[src/rtl/aes_req_sched.sv]
// AES request scheduler: loads a key into the AES core, arbitrates two
// requesters round-robin onto the encrypt and decrypt pipes under per-direction
// credit limits, and returns results tagged with the originating requester.
module aes_req_sched #(
    parameter int unsigned MAX_INFLIGHT = 12
) (
    input  logic         clk,
    input  logic         reset,

    input  logic         key_valid,
    input  logic [127:0] key,
    output logic         key_ready,

    input  logic         req0_valid,
    input  logic         req0_op,
    input  logic [127:0] req0_block,
    output logic         req0_ready,

    input  logic         req1_valid,
    input  logic         req1_op,
    input  logic [127:0] req1_block,
    output logic         req1_ready,

    output logic         core_reset_key,
    output logic [127:0] core_key,
    input  logic         core_ready_key,

    output logic         core_reset_enc,
    output logic         core_reset_dec,
    output logic [127:0] core_block_enc,
    output logic [127:0] core_block_dec,

    input  logic         core_oready_enc,
    input  logic         core_oready_dec,
    input  logic [127:0] core_result_enc,
    input  logic [127:0] core_result_dec,

    output logic         rsp_enc_valid,
    output logic         rsp_dec_valid,
    output logic         rsp_enc_id,
    output logic         rsp_dec_id,
    output logic [127:0] rsp_enc_data,
    output logic [127:0] rsp_dec_data,

    output logic         err
);

    typedef enum logic [2:0] {
        NOKEY,
        KEY_ISSUE,
        KEY_WAIT,
        RUN,
        DRAIN
    } state_t;

    localparam logic [3:0] CREDIT_MAX = 4'(MAX_INFLIGHT);

    state_t       state;
    logic         rr_ptr;      // 0: req0 preferred on a tie, 1: req1 preferred
    logic         issue_open;
    logic         elig0;
    logic         elig1;
    logic         accept;
    logic         win_id;
    logic         win_op;
    logic [127:0] win_block;
    logic [1:0]   credit_ok;
    logic         drained;
    logic         key_hs;

    // Per-direction views of the core return ports (index 0 = enc, 1 = dec)
    logic [1:0]   oready_v;
    logic [127:0] result_v [2];

    assign oready_v    = {core_oready_dec, core_oready_enc};
    assign result_v[0] = core_result_enc;
    assign result_v[1] = core_result_dec;

    // Round-robin arbitration between eligible requesters; a pending key
    // change in RUN shuts off issue in the same cycle it is seen
    always_comb begin
        issue_open = (state == RUN) && !key_valid;
        elig0      = issue_open && req0_valid && credit_ok[req0_op];
        elig1      = issue_open && req1_valid && credit_ok[req1_op];
        req0_ready = elig0 && (!elig1 || !rr_ptr);
        req1_ready = elig1 && (!elig0 || rr_ptr);
        accept     = req0_ready || req1_ready;
        win_id     = req1_ready;
        win_op     = req1_ready ? req1_op : req0_op;
        win_block  = req1_ready ? req1_block : req0_block;
    end

    // One tag FIFO, in-flight counter and response register per direction.
    // The counter doubles as FIFO occupancy: both move on the same push/pop.
    for (genvar d = 0; d < 2; d++) begin : g_dir
        logic [3:0]   cnt;
        logic [3:0]   wr_ptr;
        logic [3:0]   rd_ptr;
        logic [15:0]  ids;
        logic         empty;
        logic         push;
        logic         pop;
        logic         rsp_valid;
        logic         rsp_id;
        logic [127:0] rsp_data;

        assign push  = accept && (win_op == 1'(d));
        assign empty = (cnt == '0);
        assign pop   = oready_v[d] && !empty;

        // Tag push on accept, tag pop plus registered response on core return
        always_ff @(posedge clk or posedge reset) begin
            if (reset) begin
                cnt       <= '0;
                wr_ptr    <= '0;
                rd_ptr    <= '0;
                ids       <= '0;
                rsp_valid <= 1'b0;
                rsp_id    <= 1'b0;
                rsp_data  <= '0;
            end else begin
                rsp_valid <= pop;
                if (pop) begin
                    rsp_id   <= ids[rd_ptr];
                    rsp_data <= result_v[d];
                    rd_ptr   <= rd_ptr + 4'd1;
                end
                if (push) begin
                    ids[wr_ptr] <= win_id;
                    wr_ptr      <= wr_ptr + 4'd1;
                end
                if (push && !pop) begin
                    cnt <= cnt + 4'd1;
                end else if (pop && !push) begin
                    cnt <= cnt - 4'd1;
                end
            end
        end
    end

    assign credit_ok[0] = g_dir[0].cnt < CREDIT_MAX;
    assign credit_ok[1] = g_dir[1].cnt < CREDIT_MAX;

    assign rsp_enc_valid = g_dir[0].rsp_valid;
    assign rsp_enc_id    = g_dir[0].rsp_id;
    assign rsp_enc_data  = g_dir[0].rsp_data;
    assign rsp_dec_valid = g_dir[1].rsp_valid;
    assign rsp_dec_id    = g_dir[1].rsp_id;
    assign rsp_dec_data  = g_dir[1].rsp_data;

    // Key acceptance: idle with no key, or draining with nothing left in flight
    always_comb begin
        drained   = g_dir[0].empty && g_dir[1].empty;
        key_ready = !reset && ((state == NOKEY) || ((state == DRAIN) && drained));
        key_hs    = key_valid && key_ready;
    end

    // Key-load / run / drain sequencing with the registered key-start pulse
    always_ff @(posedge clk or posedge reset) begin
        if (reset) begin
            state          <= NOKEY;
            core_reset_key <= 1'b0;
            core_key       <= '0;
        end else begin
            core_reset_key <= 1'b0;
            case (state)
                NOKEY, DRAIN: begin
                    if (key_hs) begin
                        core_key       <= key;
                        core_reset_key <= 1'b1;
                        state          <= KEY_ISSUE;
                    end
                end
                KEY_ISSUE: begin
                    state <= KEY_WAIT;
                end
                KEY_WAIT: begin
                    if (core_ready_key) begin
                        state <= RUN;
                    end
                end
                RUN: begin
                    if (key_valid) begin
                        state <= DRAIN;
                    end
                end
                default: begin
                    state <= NOKEY;
                end
            endcase
        end
    end

    // Issue pulse and block register per direction, one cycle after accept
    always_ff @(posedge clk or posedge reset) begin
        if (reset) begin
            core_reset_enc <= 1'b0;
            core_reset_dec <= 1'b0;
            core_block_enc <= '0;
            core_block_dec <= '0;
        end else begin
            core_reset_enc <= g_dir[0].push;
            core_reset_dec <= g_dir[1].push;
            if (g_dir[0].push) begin
                core_block_enc <= win_block;
            end
            if (g_dir[1].push) begin
                core_block_dec <= win_block;
            end
        end
    end

    // Round-robin pointer moves past each winner
    always_ff @(posedge clk or posedge reset) begin
        if (reset) begin
            rr_ptr <= 1'b0;
        end else if (accept) begin
            rr_ptr <= !win_id;
        end
    end

    // Sticky protocol error: a core result arriving with no tag outstanding
    always_ff @(posedge clk or posedge reset) begin
        if (reset) begin
            err <= 1'b0;
        end else begin
            err <= err || (oready_v[0] && g_dir[0].empty) || (oready_v[1] && g_dir[1].empty);
        end
    end

endmodule

[config.mk]
export PLATFORM = sky130hd
export DESIGN_NAME = aes_req_sched
export DESIGN_NICKNAME = d
export VERILOG_FILES = /design/src/rtl/aes_req_sched.sv
export SDC_FILE = /design/constraint.sdc
export NUM_CORES = 2
export LEC_CHECK = 0
export CAP_MARGIN = 40
export CORE_AREA = 2 2 503 505
export CTS_CLUSTER_DIAMETER = 50
export DETAILED_ROUTE_END_ITERATION = 10
export DIE_AREA = 0 0 505 507
export DONT_BUFFER_PORTS = 1
export HOLD_SLACK_MARGIN = 0.15
export SLEW_MARGIN = 10
export SYNTH_ARGS = -nofsm -noshare
export SYNTH_HDL_FRONTEND = slang
export SYNTH_SLANG_ARGS = --single-unit
export TNS_END_PERCENT = 100
[constraint.sdc]
create_clock -name clk -period 37.6 [get_ports clk]
set_clock_uncertainty 0.15 [all_clocks]
set_input_delay 7.52 -clock clk [delete_from_list [all_inputs] [get_ports clk]]
set_output_delay 7.52 -clock clk [all_outputs]
set_load 0.005 [all_outputs]
==> impl_metrics.tcl <==
set metrics [dict create \
    synth_top_family_by_area "simple AND/OR/NAND/NOR gates" \
    slew_headroom_pct 25.8 \
    period_share_pct 43.5 \
    crit_fanout 6 \
    cellLeakagePower_uw 0.0156 \
    nets 3280 \
    swShare_pct 37.8 \
    yosys_warnings 0 \
    net-switching-power_uw 1170 \
    period_minus_slack_ns 16.34 \
    io_pins 1301 \
    post_cts_buffers 0 \
    setup_viol 0 \
    synth_compound_area_share_pct 5.01 \
    grt_pass1_vias 20600 \
    path_clk_slew_ns 0.05 \
    vias 20900 \
    drt-initial-drc-count 1506 \
    row_count 184 \
    start_util_pct 11.4 \
    drive_gt1_share_pct 15.2 \
    peakVddDrop_mv 0.0401 \
    clock-root-buffer "clkbuf_16" \
    htreeDepth 3 \
    async_flop_share_pct 100 \
    seq_power_share_pct 49.2 \
    area_delta_synth_final_pct 27.7 \
    syn_area_per_cell_sq_um 10.9 \
    arrival_ns 8.67 \
    firstDrtPassIters 7 \
    core_sq_um 250000 \
    worst_pin_slew_ns 1.11 \
    pwr-share-comb_pct 17.4 \
    portBuffers 0 \
    endpoint_kind "output port" \
    clk_latency_ns 0.75 \
    worst_slack_ns 21.26 \
    dieHeight_um 507 \
    synth_edf_count 0 \
    worstSetupPathType "in2out" \
    die_x_um 505 \
    via_per_inst 3.42 \
    startpoint_type "input pin" \
    clock_sink_count 708 \
    synth_xor_area_share_pct 0.616 \
    ys_types 45 \
    p_per_area_nw_per_um2 85.3 \
    cts_buffer_depth 3 \
    cpMostUsedCell "buf_4" \
    dpl.cell_count 5849 \
    power_frac_clock_pct 33.4 \
    max_freq_mhz 61.2 \
    ant_nets 0 \
    postSynthCellCount 2616 \
    numCtsBuffers 108 \
    drt-wirelength-per-cell_um 30.9 \
    syn_nets 3284 \
    grt_max_degree 232 \
    final_area_sq_um 36300 \
    cts_resized 0 \
    critPathMaxStageDelay_ns 0.35 \
    worst_hold_slack_ns 0.346 \
    tns_ns 0 \
    antenna_found_initial 230 \
    placed_cell_area_sq_um 32400 \
    die-area_sq_um 256000 \
    synthFlopType "dfrtp_1" \
    remaining_drc_errors 0 \
    drt_wl_total_um 189000 \
    grt_overflow 0 \
    gp_congestion 0.960 \
    rsz0062_at_grt "no" \
    finalMaxSlewViolations 0 \
    cts_tree "done" \
    cts-hold-fix-buffers 0 \
    postSynthRegisterBits 708 \
    synthAdderAreaFrac_pct 0.844 \
    grt_first_pass_wirelength_um 234000 \
    critPathSlowestCell "and4bb_2" \
    status "complete, no violations" \
    place_ws_ns 21.21 \
    maxCapViolations 0 \
    intPower_uw 1930 \
    grt_use_total_pct 14.3 \
    synth_area_sq_um 28400 \
    hold_viol 0 \
    dp_hpwl_um 163000 \
    fin_cells 6119 \
    ys_seq_area_share_pct 62.3 \
    critPathRequiredTime_ns 29.93 \
    hp-class "reg2reg" \
    synth_mux_area_share_pct 13.0 \
    path_cells "and4bb_2, nand4b_1, a31oi_1, buf_4, buf_4" \
    nFillCells 28200 \
    yosys.area_share.simple_pct 15.4 \
]
[layer usage]
layer | share of wire, % | GRT usage (%) | vias to the layer above
li1 | - | - | 8672
met1 | 34 | 14.4 | 10100
met2 | 43 | 21.3 | 1519
met4 | 5.6 | 7.54 | 132
met3 | 17 | 10.8 | 533
met5 | 0.46 | 0.593 | -
[power by group through the flow]
stage,sequential (uW),combinational [uW],clock [uW]
finish,1520,540,1030
global route,1560,617,1100
CTS,1550,547,1070
detailed placement,1550,545,0
global placement,1550,512,0
floorplan,1270,447,0
[kinds of logic (layout without fill, tap and decap cells)]
| group | count (synthesis) | after routing |
|---|---|---|
| other | 0 | 70 |
| adders and majority gates | 18 | 18 |
| xor gates and xnor gates | 20 | 20 |
| DFF | 708 | 708 |
| and+or+nand+nor | 1118 | 1118 |
| buffers and inverters | 172 | 257 |
| AOI/OAI and AO/OA | 275 | 275 |
| muxes | 305 | 305 |
[layout make-up]
type                            instances  area, sq um  share of cell area [%]
Sequential cell                       708        17700                    48.8
Multi-Input combinational cell       1736         9950                    27.4
Tap cell                             3348         4190                    11.5
Clock buffer                          134         2940                    8.09
Clock inverter                         65          796                    2.19
Timing Repair Buffer                   41          498                    1.37
Antenna cell                           70          175                   0.482
Inverter                               17         78.8                   0.217
[synthesized netlist by cell type, types with 3 or more instances]
cell type | n | share of area [%]
nand2_1 | 797 | 11
dfrtp_1 | 708 | 62
nor2_1 | 262 | 3.5
a21oi_1 | 259 | 4.6
mux2i_1 | 133 | 4.7
mux2_4 | 87 | 4.6
mux2_2 | 77 | 3.0
clkbuf_1 | 73 | 0.96
buf_2 | 49 | 0.86
xnor2_1 | 18 | 0.55
nand3_1 | 17 | 0.30
ha_1 | 16 | 0.70
buf_1 | 15 | 0.20
inv_1 | 15 | 0.20
nand4_1 | 12 | 0.26
buf_6 | 10 | 0.40
buf_4 | 8 | 0.21
mux4_2 | 8 | 0.63
nand4b_1 | 6 | 0.18
o21ai_0 | 5 | 0.088
and3_1 | 3 | 0.066
nor2b_1 | 3 | 0.066
nor3_1 | 3 | 0.053
or4_1 | 3 | 0.079
[critical path: cells and delay by family]
kind | cells | cell delay [ns]
compound gates | 1 | 0.26
buf+inv | 2 | 0.36
simple gates | 2 | 0.51
[flip-flops by register name, indices dropped and copies added (netlist names), 8 cells and up]
signal          cells
g_dir.rd_ptr        8
core_block_dec    128
rsp_enc_data      128
g_dir.cnt           8
core_key          128
g_dir.ids          32
rsp_dec_data      128
g_dir.wr_ptr        8
core_block_enc    128
[through the flow]
step / power [uW] / utilization (%)
after floorplan: 1720 / -
after CTS: 3160 / 14.4
after detailed placement: 2100 / 12.9
final: 3100 / 14.5
after global routing: 3280 / 14.5
after global placement: 2060 / 12.9
[final timing paths]
check                           cells after the start                      startpoint  slack (ns)                              to
worst max-delay path                                5                       key_valid       21.26                      req0_ready
worst max register to register                      7     g_dir[0].cnt[3]$_DFFE_PP0P_       33.62   core_block_enc[7]$_DFFE_PP0P_
max in group asynchronous                           8                           reset       27.15  core_block_enc[23]$_DFFE_PP0P_
min in group asynchronous                           1                           reset        6.40    rsp_enc_data[75]$_DFFE_PP0P_
worst min register to register                      1  g_dir[1].rd_ptr[3]$_DFFE_PP0P_        0.35  g_dir[1].rd_ptr[3]$_DFFE_PP0P_
worst min-delay path                                1  g_dir[1].rd_ptr[3]$_DFFE_PP0P_        0.35  g_dir[1].rd_ptr[3]$_DFFE_PP0P_
[placed cells by master, fill, tap and decap left out, drive strengths merged, types with 13 or more instances in the layout]
cell      n
nand2   797
dfrtp   708
nor2    262
a21oi   259
mux2    164
clkbuf  134
mux2i   133
diode    70
inv      50
buf      41
clkinv   20
xnor2    18
nand3    17
ha       16
nand4    13
No activity file was read; power rests on OpenSTA's default activity.
